### src/rtl/traffic_pkg.sv
`default_nettype none
// ============================================================================
// Module      : traffic_pkg
// Description : Shared phase encoding, lamp bit indices and width helpers for
//               the traffic-light sequencer.
// Revision    : 1.0  initial release
// ============================================================================
package traffic_pkg;

    typedef enum logic [1:0] {
        ALL_RED = 2'd0,
        GREEN   = 2'd1,
        YELLOW  = 2'd2,
        FLASH   = 2'd3
    } phase_t;

    localparam int c_LAMP_Y = 0;
    localparam int c_LAMP_G = 1;
    localparam int c_LAMP_R = 2;

    // Never returns less than 1 so a dwell of 1 still gets a real counter bit
    function automatic int clog2(input int v);
        int r;
        r = 1;
        for (int i = 1; i < 31; i++) begin
            if ((1 << i) < v) begin
                r = i + 1;
            end
        end
        return r;
    endfunction

    function automatic int max2(input int a, input int b);
        return (a > b) ? a : b;
    endfunction

endpackage
`default_nettype wire

### src/rtl/dwell_timer.sv
`default_nettype none
// ============================================================================
// Module      : dwell_timer
// Description : Loadable down-counter that holds at zero; expired flags zero.
// Revision    : 1.0  initial release
// ============================================================================
module dwell_timer #(
    parameter int             CW      = 5,
    parameter logic [CW-1:0]  RST_VAL = '0
) (
    input  logic          clk,
    input  logic          rst,
    input  logic          load,
    input  logic [CW-1:0] load_val,
    output logic          expired
);

    logic [CW-1:0] cnt_q;
    logic [CW-1:0] cnt_d;

    always_comb begin
        cnt_d = cnt_q;
        if (load) begin
            cnt_d = load_val;
        end else if (cnt_q != '0) begin
            cnt_d = cnt_q - CW'(1);
        end
    end

    always_ff @(posedge clk) begin
        if (rst) begin
            cnt_q <= RST_VAL;
        end else begin
            cnt_q <= cnt_d;
        end
    end

    assign expired = (cnt_q == '0);

endmodule
`default_nettype wire

### src/rtl/traffic_light_ctrl.sv
`default_nettype none
// ============================================================================
// Module      : traffic_light_ctrl
// Description : Round-robin multi-approach traffic-light sequencer with night
//               flashing-yellow mode. Define SENSOR_SKIP_EN for demand-driven
//               approach skipping.
// Revision    : 1.0  initial release
// ============================================================================
module traffic_light_ctrl
    import traffic_pkg::*;
#(
    parameter int N_DIR    = 4,
    parameter int GREEN_T  = 20,
    parameter int YELLOW_T = 4,
    parameter int RED_T    = 2,
    parameter int FLASH_T  = 5
) (
    input  logic                     clk,
    input  logic                     rst,
    input  logic                     night,
    input  logic [N_DIR-1:0]         req,
    output logic [3*N_DIR-1:0]       light,
    output logic [$clog2(N_DIR)-1:0] active_dir,
    output logic [1:0]               phase
);

    localparam int c_DW    = $clog2(N_DIR);
    localparam int c_MAX_T = max2(max2(GREEN_T, YELLOW_T), max2(RED_T, FLASH_T));
    localparam int c_CW    = clog2(c_MAX_T);

    localparam logic [c_CW-1:0]    c_GREEN_LD  = c_CW'(GREEN_T - 1);
    localparam logic [c_CW-1:0]    c_YELLOW_LD = c_CW'(YELLOW_T - 1);
    localparam logic [c_CW-1:0]    c_RED_LD    = c_CW'(RED_T - 1);
    localparam logic [c_CW-1:0]    c_FLASH_LD  = c_CW'(FLASH_T - 1);
    localparam logic [c_DW-1:0]    c_LAST_DIR  = c_DW'(N_DIR - 1);
    localparam logic [3*N_DIR-1:0] c_ALL_RED_LIGHT = {N_DIR{3'b100}};

    phase_t               phase_q, phase_d;
    logic [c_DW-1:0]      dir_q, dir_d;
    logic                 flash_y_q, flash_y_d;
    logic [3*N_DIR-1:0]   light_q, light_d;

    logic                 w_load;
    logic [c_CW-1:0]      w_load_val;
    logic                 w_expired;
    logic [c_DW-1:0]      w_dir_rr;
    logic [c_DW-1:0]      w_next_dir;

    dwell_timer #(
        .CW      (c_CW),
        .RST_VAL (c_RED_LD)
    ) u_dwell_timer (
        .clk      (clk),
        .rst      (rst),
        .load     (w_load),
        .load_val (w_load_val),
        .expired  (w_expired)
    );

    assign w_dir_rr = (dir_q == c_LAST_DIR) ? '0 : dir_q + c_DW'(1);

`ifdef SENSOR_SKIP_EN
    logic [N_DIR-1:0] pending_q, pending_d;
    logic             started_q, started_d;
    logic             w_found;
    logic [c_DW-1:0]  w_pick;
    logic [c_DW-1:0]  w_idx;

    // Search active_dir+1 upward with wrap; the last probe is active_dir itself
    always_comb begin
        w_found = 1'b0;
        w_pick  = dir_q;
        w_idx   = dir_q;
        for (int k = 1; k <= N_DIR; k++) begin
            w_idx = c_DW'((int'(dir_q) + k) % N_DIR);
            if (!w_found && pending_q[w_idx]) begin
                w_found = 1'b1;
                w_pick  = w_idx;
            end
        end
    end

    // Before the first green there is nothing to extend, so fall back to round-robin
    assign w_next_dir = w_found ? w_pick : (started_q ? dir_q : w_dir_rr);

    always_comb begin
        pending_d = pending_q | req;
        started_d = started_q;
        if (phase_q == ALL_RED && w_expired && !night) begin
            pending_d[dir_d] = 1'b0;
            started_d        = 1'b1;
        end
    end
`else
    logic w_unused_req;
    assign w_unused_req = ^req;
    assign w_next_dir   = w_dir_rr;
`endif

    always_comb begin
        phase_d    = phase_q;
        dir_d      = dir_q;
        flash_y_d  = flash_y_q;
        w_load     = 1'b0;
        w_load_val = c_RED_LD;
        if (w_expired) begin
            w_load = 1'b1;
            case (phase_q)
                GREEN: begin
                    phase_d    = YELLOW;
                    w_load_val = c_YELLOW_LD;
                end
                YELLOW: begin
                    phase_d    = ALL_RED;
                    w_load_val = c_RED_LD;
                end
                ALL_RED: begin
                    if (night) begin
                        phase_d    = FLASH;
                        flash_y_d  = 1'b1;
                        w_load_val = c_FLASH_LD;
                    end else begin
                        phase_d    = GREEN;
                        dir_d      = w_next_dir;
                        w_load_val = c_GREEN_LD;
                    end
                end
                default: begin
                    if (night) begin
                        flash_y_d  = ~flash_y_q;
                        w_load_val = c_FLASH_LD;
                    end else begin
                        phase_d    = ALL_RED;
                        w_load_val = c_RED_LD;
                    end
                end
            endcase
        end
    end

    // Lamps are decoded from next state so they register in step with the FSM
    always_comb begin
        light_d = '0;
        for (int i = 0; i < N_DIR; i++) begin
            if (phase_d == FLASH) begin
                light_d[3*i + c_LAMP_Y] = flash_y_d;
            end else if (c_DW'(i) == dir_d && phase_d == GREEN) begin
                light_d[3*i + c_LAMP_G] = 1'b1;
            end else if (c_DW'(i) == dir_d && phase_d == YELLOW) begin
                light_d[3*i + c_LAMP_Y] = 1'b1;
            end else begin
                light_d[3*i + c_LAMP_R] = 1'b1;
            end
        end
    end

    always_ff @(posedge clk) begin
        if (rst) begin
            phase_q   <= ALL_RED;
            dir_q     <= c_LAST_DIR;
            flash_y_q <= 1'b0;
            light_q   <= c_ALL_RED_LIGHT;
`ifdef SENSOR_SKIP_EN
            pending_q <= '0;
            started_q <= 1'b0;
`endif
        end else begin
            phase_q   <= phase_d;
            dir_q     <= dir_d;
            flash_y_q <= flash_y_d;
            light_q   <= light_d;
`ifdef SENSOR_SKIP_EN
            pending_q <= pending_d;
            started_q <= started_d;
`endif
        end
    end

    assign light      = light_q;
    assign active_dir = dir_q;
    assign phase      = phase_q;

endmodule
`default_nettype wire

### config.mk
export PLATFORM = sky130hd
export DESIGN_NAME = traffic_light_ctrl
export DESIGN_NICKNAME = d
export VERILOG_FILES = /design/src/rtl/traffic_pkg.sv /design/src/rtl/dwell_timer.sv /design/src/rtl/traffic_light_ctrl.sv
export SDC_FILE = /design/constraint.sdc
export NUM_CORES = 1
export LEC_CHECK = 0
export CORE_MARGIN = 1
export CORE_UTILIZATION = 40
export CTS_CLUSTER_SIZE = 8
export DETAILED_ROUTE_END_ITERATION = 7
export PLACE_DENSITY = 0.74
export REMOVE_ABC_BUFFERS = 1
export SLEW_MARGIN = 10
export SYNTH_ARGS = -nofsm -noshare
export SYNTH_HDL_FRONTEND = slang
export SYNTH_SLANG_ARGS = --single-unit
export TNS_END_PERCENT = 20
### constraint.sdc
create_clock -name clk -period 1.95 [get_ports clk]
set_input_delay 0.195 -clock clk [delete_from_list [all_inputs] [get_ports clk]]
set_output_delay 0.195 -clock clk [all_outputs]
set_load 0.05 [all_outputs]
==> run metrics, run 1 <==
status complete, but fails checks; failing checks negative setup slack; Initial Util 42.47%; Filler cells 217; largest family of logic cells by synthesized area simple AND/OR/NAND/NOR gates; CTS Sinks 22; H-tree Lvls 1; Crit Reg-Reg Startpoint u_dwell_timer.cnt_q[1]; Die Area 2840 sq um; layout cell share with drive strength beyond 1 33.78%; Ys Warns 0; worst slack at placement -0.06363 ns; Crit Path Category reg -> reg; crit start category flop; initial antenna violation count 0; Hold Crit Start u_dwell_timer.cnt_q[4]; num ports 23; slowest library cell on the worst path or4b_4; Max Freq 493.4 MHz; grt met2 use around 32%; gr ovfl total 0; mux contribution to synthesized area 0%; Slew Viols, Final 0; nets@finish 162; count of final hold-check violations 0; count of different cell masters after synthesis 38; antenna-violating nets left 0; CP Max Fanout 6; CP delay by family, top simple AND/OR/NAND/NOR gates; CP startpoint u_dwell_timer.cnt_q[1]; Post-Syn Area per Cell 9.743 sq um; Routed Wire Length 2.370 mm; commonest non-fill, non-tap cell in the layout buf_4; first-pass GRT wire length a little under 4 mm; most frequent cells in the layout buf_4 (20), dfxtp_1 (19), clkdlybuf4s50_1 (18); GR Util All Layers a little under a fifth; Root Buffer clkbuf_4; Post-Layout Inst Area 1528 sq um; fin crit share 103.9%; deepest clock path buffer count 2; DP HPWL 1.704 mm; Pwr Density ~1800 nW/um^2; Post-synth EDFFs 0; HP Class reg -> reg; Residual DRC 0; Yosys reg bits 22; skew final 0.003041 ns; sequential area share after synthesis 41.85%; Synth Area in Simple Gates 24.49%; largest net degree at the start of global routing 14; Die Wd 53.29 microns; crit path time final slightly above 2 ns; xor and xnor area share after synthesis 2.497%; ys async rst share 0%; Synth Cell Area between 1000 and 1500 sq um; CP arrival 2.29 ns; row cnt 18; post-place instance area 1408 sq um; vias in the first global route 916; actual slew at the worst max-slew pin ~0.50 ns; ANT cells 0; # Post-CTS Setup Buffers 0; post-synthesis adder-cell area fraction 7.134%; Most used DFF post-synth dfxtp_1; Synth-to-Final Area Change 45.18%; drt wl/cell roughly 13 microns; slew margin rel. 66.34%; CTS tree done; vias 919; max cap viols 0; CP max stage delay approximately 0.56 ns; crit end category flop; required time of the critical path 2.21 ns; met3 Use GR 3.736%; final worst slack -0.07669 ns; CP bufs+invs 2; hold-fix buffers at CTS 0; Gate Count Post-Synth between 100 and 150; First-pass DRT Iterations 5; Pleak 0.6063 nW; Max VDD drop 1.271 mV; CTS clock-pin slew for the worst setup and hold paths 0.12 ns; Skew-Pair Late Insertion Delay 0.32 ns; met1 usage about a quarter; total CTS buffers 3; DRT iter0 DRCs 12; GRT busiest layer met2; critical path, cell by cell inv_2 > ha_4 > or4b_4 > nor3_4 > a21oi_4 > buf_6 > a211o_1 > a21oi_1; vias per cell 5.163; Die Height between 50 and 60 microns; core region area 2477 sq um; Synth Area in Compound Gates 18.91%; final setup fails 6; IO Port Bufs 18; RSZ-0062 raised after global routing yes; Final Wtd Congestion between 0.8 and 0.9
-- worst min-delay path, stage by stage, from the launching register on --
cell     delay (ns)
dfxtp_1        0.36
nand2_1        0.07
a21oi_1        0.05
-- cells in the mapped netlist, drive strengths merged (3+ instances only) --
master | n | share of area [%]
dfxtp | 22 | 42
nor2 | 16 | 8.0
a21oi | 11 | 5.6
inv | 7 | 2.5
ha | 6 | 7.1
nand2 | 6 | 2.9
nor3 | 4 | 2.4
o21ai | 4 | 1.9
a211oi | 3 | 2.1
o31a | 3 | 2.5
xnor2 | 3 | 2.5
-- state kept, by name, summed over array words and instances (netlist names) --
name and cells:
flash_y_q 1, u_dwell_timer.cnt_q 5, phase 2, light 12, active_dir 2
-- report_power, final --
part	total, mW	internal [mW]	switching (mW)	leakage, nW
Clock	0.354	0.208	0.146	0.0279
Sequential	0.676	0.584	0.0920	0.180
Combinational	1.79	0.782	1.01	0.398
-- path summary, 6_finish.rpt --
check,end,slack [ns],depth (start not counted)
max reg2reg,light[6],-0.08,8
min,u_dwell_timer.cnt_q[4],0.52,2
max,light[6],-0.08,8
min reg2reg,u_dwell_timer.cnt_q[4],0.52,2
-- area by class of cell --
type / instances / area, sq um / share of cell area (%)
repair buffers: 39 / 341.6 / 22.36
inverters: 7 / 26.28 / 1.720
clock inverters: 1 / 30.03 / 1.966
well taps: 30 / 37.54 / 2.457
clock buffers: 3 / 22.52 / 1.474
multi-input cells: 76 / 625.6 / 40.95
flip-flops and latches: 22 / 444.2 / 29.07
-- per-layer routing --
layer	share of wire, %	vias to the layer above
li1	-	456
met1	45	445
met2	50	16
met3	3.8	2
met4	0.80	0
met5	0	-
-- per-stage QoR --
step	utilization (%)	std cells	power [mW]	hold slack, ns	TNS (ns)
final	61.67	178	2.819	0.5166	-0.2653
after global routing	61.67	178	3.000	0.5465	-0.8442
after global placement	56.82	175	2.265	0.4852	-0.3149
after floorplan	-	105	1.705	0.2639	-1.449
after detailed placement	56.82	175	2.312	0.4931	-0.3443
after CTS	59.90	179	2.729	0.5153	-0.4874
-- timing repair --
action	4_1_cts	5_1_grt
resized for setup	4	14
endpoints found under the setup margin	7	13
pin swaps	0	4
-- cell families (layout without fill, tap and decap cells) --
kind of cell	Yosys count	count (layout)
and+or+nand+nor	39	39
AOI/OAI and AO/OA	28	28
DFF	22	22
buffers and inverters	10	50
adders and majority gates	6	6
xor gates and xnor gates	3	3
Power figures use the tool's default switching activity.
==> run 2, diff against run 1 <==
--- a/config.mk
+++ b/config.mk
@@ -9,7 +9,7 @@
 export CORE_UTILIZATION = 40
 export CTS_CLUSTER_SIZE = 8
 export DETAILED_ROUTE_END_ITERATION = 7
-export PLACE_DENSITY = 0.74
+export PLACE_DENSITY = 0.72
 export REMOVE_ABC_BUFFERS = 1
 export SLEW_MARGIN = 10
 export SYNTH_ARGS = -nofsm -noshare
==> constraint.sdc (replaced) <==
create_clock -name clk -period 2.5 [get_ports clk]
set_input_delay 0.25 -clock clk [delete_from_list [all_inputs] [get_ports clk]]
set_output_delay 0.25 -clock clk [all_outputs]
set_load 0.05 [all_outputs]
==> run 2 against run 1 <==
The run now ends clean. Maximum frequency is 11% lower. Design area is 15% lower. Clock power is 24% lower. Sequential share of layout area is 4.9 points higher. Core utilization is 9.4 points lower. First-iteration DRC count is 67% lower. Count of clock-buffer cells in the layout stayed put. Power is 35% lower. Critical endpoint is now light[5].
==> run metrics, run 2 (synthesis results as in run 1) <==
max reg flops 12 (unchanged); # Post-CTS Setup Buffers 0 (unchanged); Slew Viols, Final 0 (unchanged); skew final 0.002717 ns (was 0.003041 ns); largest net degree at the start of global routing 15 (was 14); CP arrival 2.49 ns (was 2.29 ns); Fin Setup TNS 0 ns (was -0.2653 ns); deepest clock path buffer count 2 (unchanged); H-tree Lvls 1 (unchanged); Root Buffer clkbuf_4 (unchanged); final hold slack 0.5270 ns (was 0.5166 ns); Synth-to-Final Area Change 23.07% (was 45.18%); vias in the first global route 722 (was 916); CTS Sinks 22 (unchanged); met3 Use GR 3.448% (was 3.736%); CP max stage delay 0.68 ns (was 0.56 ns); slowest library cell on the worst path or4b_1 (was or4b_4); HP Class reg -> reg (unchanged); Initial Util 42.47% (unchanged); First-pass DRT Iterations 4 (was 5); final setup fails 0 (was 6); count of final hold-check violations 0 (unchanged); commonest non-fill, non-tap cell in the layout dfxtp_1 (was buf_4); RR Endpoint light[5] (was light[6]); antenna-violating nets left 0 (unchanged); slew margin rel. 62.66% (was 66.34%); cell depth of the worst flop-to-flop path 7 (was 8); crit start category flop (unchanged); Worst setup endpoint light[5] (was light[6]); Final Wtd Congestion 0.7772 (was 0.8433); Max Freq 436.7 MHz (was 493.4 MHz); initial antenna violation count 0 (unchanged); fin crit share 91.59% (was 103.9%); CP startpoint u_dwell_timer.cnt_q[0] (was u_dwell_timer.cnt_q[1]); RSZ-0062 raised after global routing no (was yes); ANT cells 0 (unchanged); CTS clock-pin slew for the worst setup and hold paths 0.12 ns (about the same); Pleak 0.4919 nW (was 0.6063 nW); non-filler cells, final 157 (was 178); vias 809 (was 919); crit end category flop (unchanged); most frequent cells in the layout dfxtp_1 (22), clkdlybuf4s50_1 (18), nor2_1 (14) (was buf_4 (20), dfxtp_1 (19), clkdlybuf4s50_1 (18)); nets@finish 141 (was 162); Residual DRC 0 (unchanged); crit path time final 2.290 ns (was 2.027 ns); gr ovfl total 0 (unchanged); core region area 2477 sq um (unchanged); row cnt 18 (unchanged); grt met2 use 25.00% (was 32.08%); Pwr Density 1418 nW/um^2 (was 1845 nW/um^2); GR Util All Layers 16.01% (was 18.91%); met1 usage 21.70% (was 23.88%); GRT busiest layer met2 (unchanged); CP Max Fanout 8 (was 6); drt wl/cell 12.48 microns (was 13.31 microns); IO Port Bufs 18 (unchanged); layout cell share with drive strength beyond 1 13.39% (was 33.78%); Crit Path Category reg -> reg (unchanged); Die Wd 53.29 microns (unchanged); required time of the critical path 2.70 ns (was 2.21 ns); Max VDD drop 1.099 mV (was 1.271 mV); CTS tree done (unchanged); Die Height 53.29 microns (unchanged); total CTS buffers 3 (unchanged); num ports 23 (unchanged); DRT iter0 DRCs 4 (was 12); hold-fix buffers at CTS 0 (unchanged); max cap viols 0 (unchanged); Crit Reg-Reg Startpoint u_dwell_timer.cnt_q[0] (was u_dwell_timer.cnt_q[1]); placed cell count 153 (was 175); Die Area 2840 sq um (unchanged); first-pass GRT wire length 3.270 mm (was 3.905 mm); status complete, no violations (was complete, but fails checks); vias per cell 5.153 (was 5.163); R2R setup slack 0.21 ns (was -0.08 ns); Post-CTS Resized 0 (was 4); Skew-Pair Late Insertion Delay 0.30 ns (was 0.32 ns); critical path, cell by cell inv_1 > ha_1 > or4b_1 > nor3_2 > a21oi_2 > or3_4 > o31a_1 (was inv_2 > ha_4 > or4b_4 > nor3_4 > a21oi_4 > buf_6 > a211o_1 > a21oi_1); actual slew at the worst max-slew pin 0.5577 ns (was 0.5034 ns); DP HPWL 1.482 mm (was 1.704 mm); Routed Wire Length 1.959 mm (was 2.370 mm)
==> run 2: cell types whose count changed in the layout (fill, tap and decap cells not counted), sizes merged <==
| cell | delta |
|---|---|
| buf | -21 |
==> run 2: cell type report <==
class | count | area (sq um)
clock buffer | 3 | 22.52
clock inverter | 1 | 30.03
fill | 245 | 1182
inverter | 7 | 26.28
multi-input combinational | 76 | 558.0
sequential | 22 | 440.4
tap | 30 | 37.54
timing repair buffer | 18 | 180.2
==> run 2: power by group <==
| part | switching (mW) | internal [mW] | total, mW | leakage [nW] |
|---|---|---|---|---|
| combinational | 0.635 | 0.387 | 1.02 | 0.285 |
| sequential | 0.0946 | 0.452 | 0.546 | 0.179 |
| clock | 0.107 | 0.162 | 0.269 | 0.0279 |
==> run 2: how the worst min path moves through the flow <==
stage | depth (start not counted) | end | start
final | 2 | u_dwell_timer.cnt_q[4] | u_dwell_timer.cnt_q[4]
after global routing | 2 | u_dwell_timer.cnt_q[4] | u_dwell_timer.cnt_q[4]
after CTS | 2 | u_dwell_timer.cnt_q[4] | u_dwell_timer.cnt_q[4]
after detailed placement | 2 | u_dwell_timer.cnt_q[4] | u_dwell_timer.cnt_q[4]
after global placement | 2 | u_dwell_timer.cnt_q[4] | u_dwell_timer.cnt_q[4]
after floorplan | 1 | light[9] | rst
==> run 2: critical path, delay by kind of cell, from the launching register on <==
kind | cells | cell delay [ns]
and+or+nand+nor | 3 | 1.35
DFF | 1 | 0.34
adders and majority gates | 1 | 0.22
AOI/OAI and AO/OA | 2 | 0.22
buffers and inverters | 1 | 0.07
==> run 2: metal layers <==
metal / wire [microns] / vias to the layer above / share of wire, %
met1: 925 / 377 / 47
met2: 942 / 15 / 48
li1: - / 415 / -
met5: 0 / - / 0
met3: 77 / 2 / 3.9
met4: 12 / 0 / 0.61
==> run 2: per-stage QoR <==
| step | total power, mW | setup slack [ns] | util (%) | area (sq um) |
|---|---|---|---|---|
| after floorplan | 1.330 | 0.2550 | - | 1025 |
| after global placement | 1.551 | 0.2697 | 50.15 | 1242 |
| after detailed placement | 1.576 | 0.2336 | 50.15 | 1242 |
| after CTS | 1.851 | 0.2177 | 52.27 | 1295 |
| after global routing | 1.967 | 0.05086 | 52.27 | 1295 |
| final | 1.837 | 0.2103 | 52.27 | 1295 |
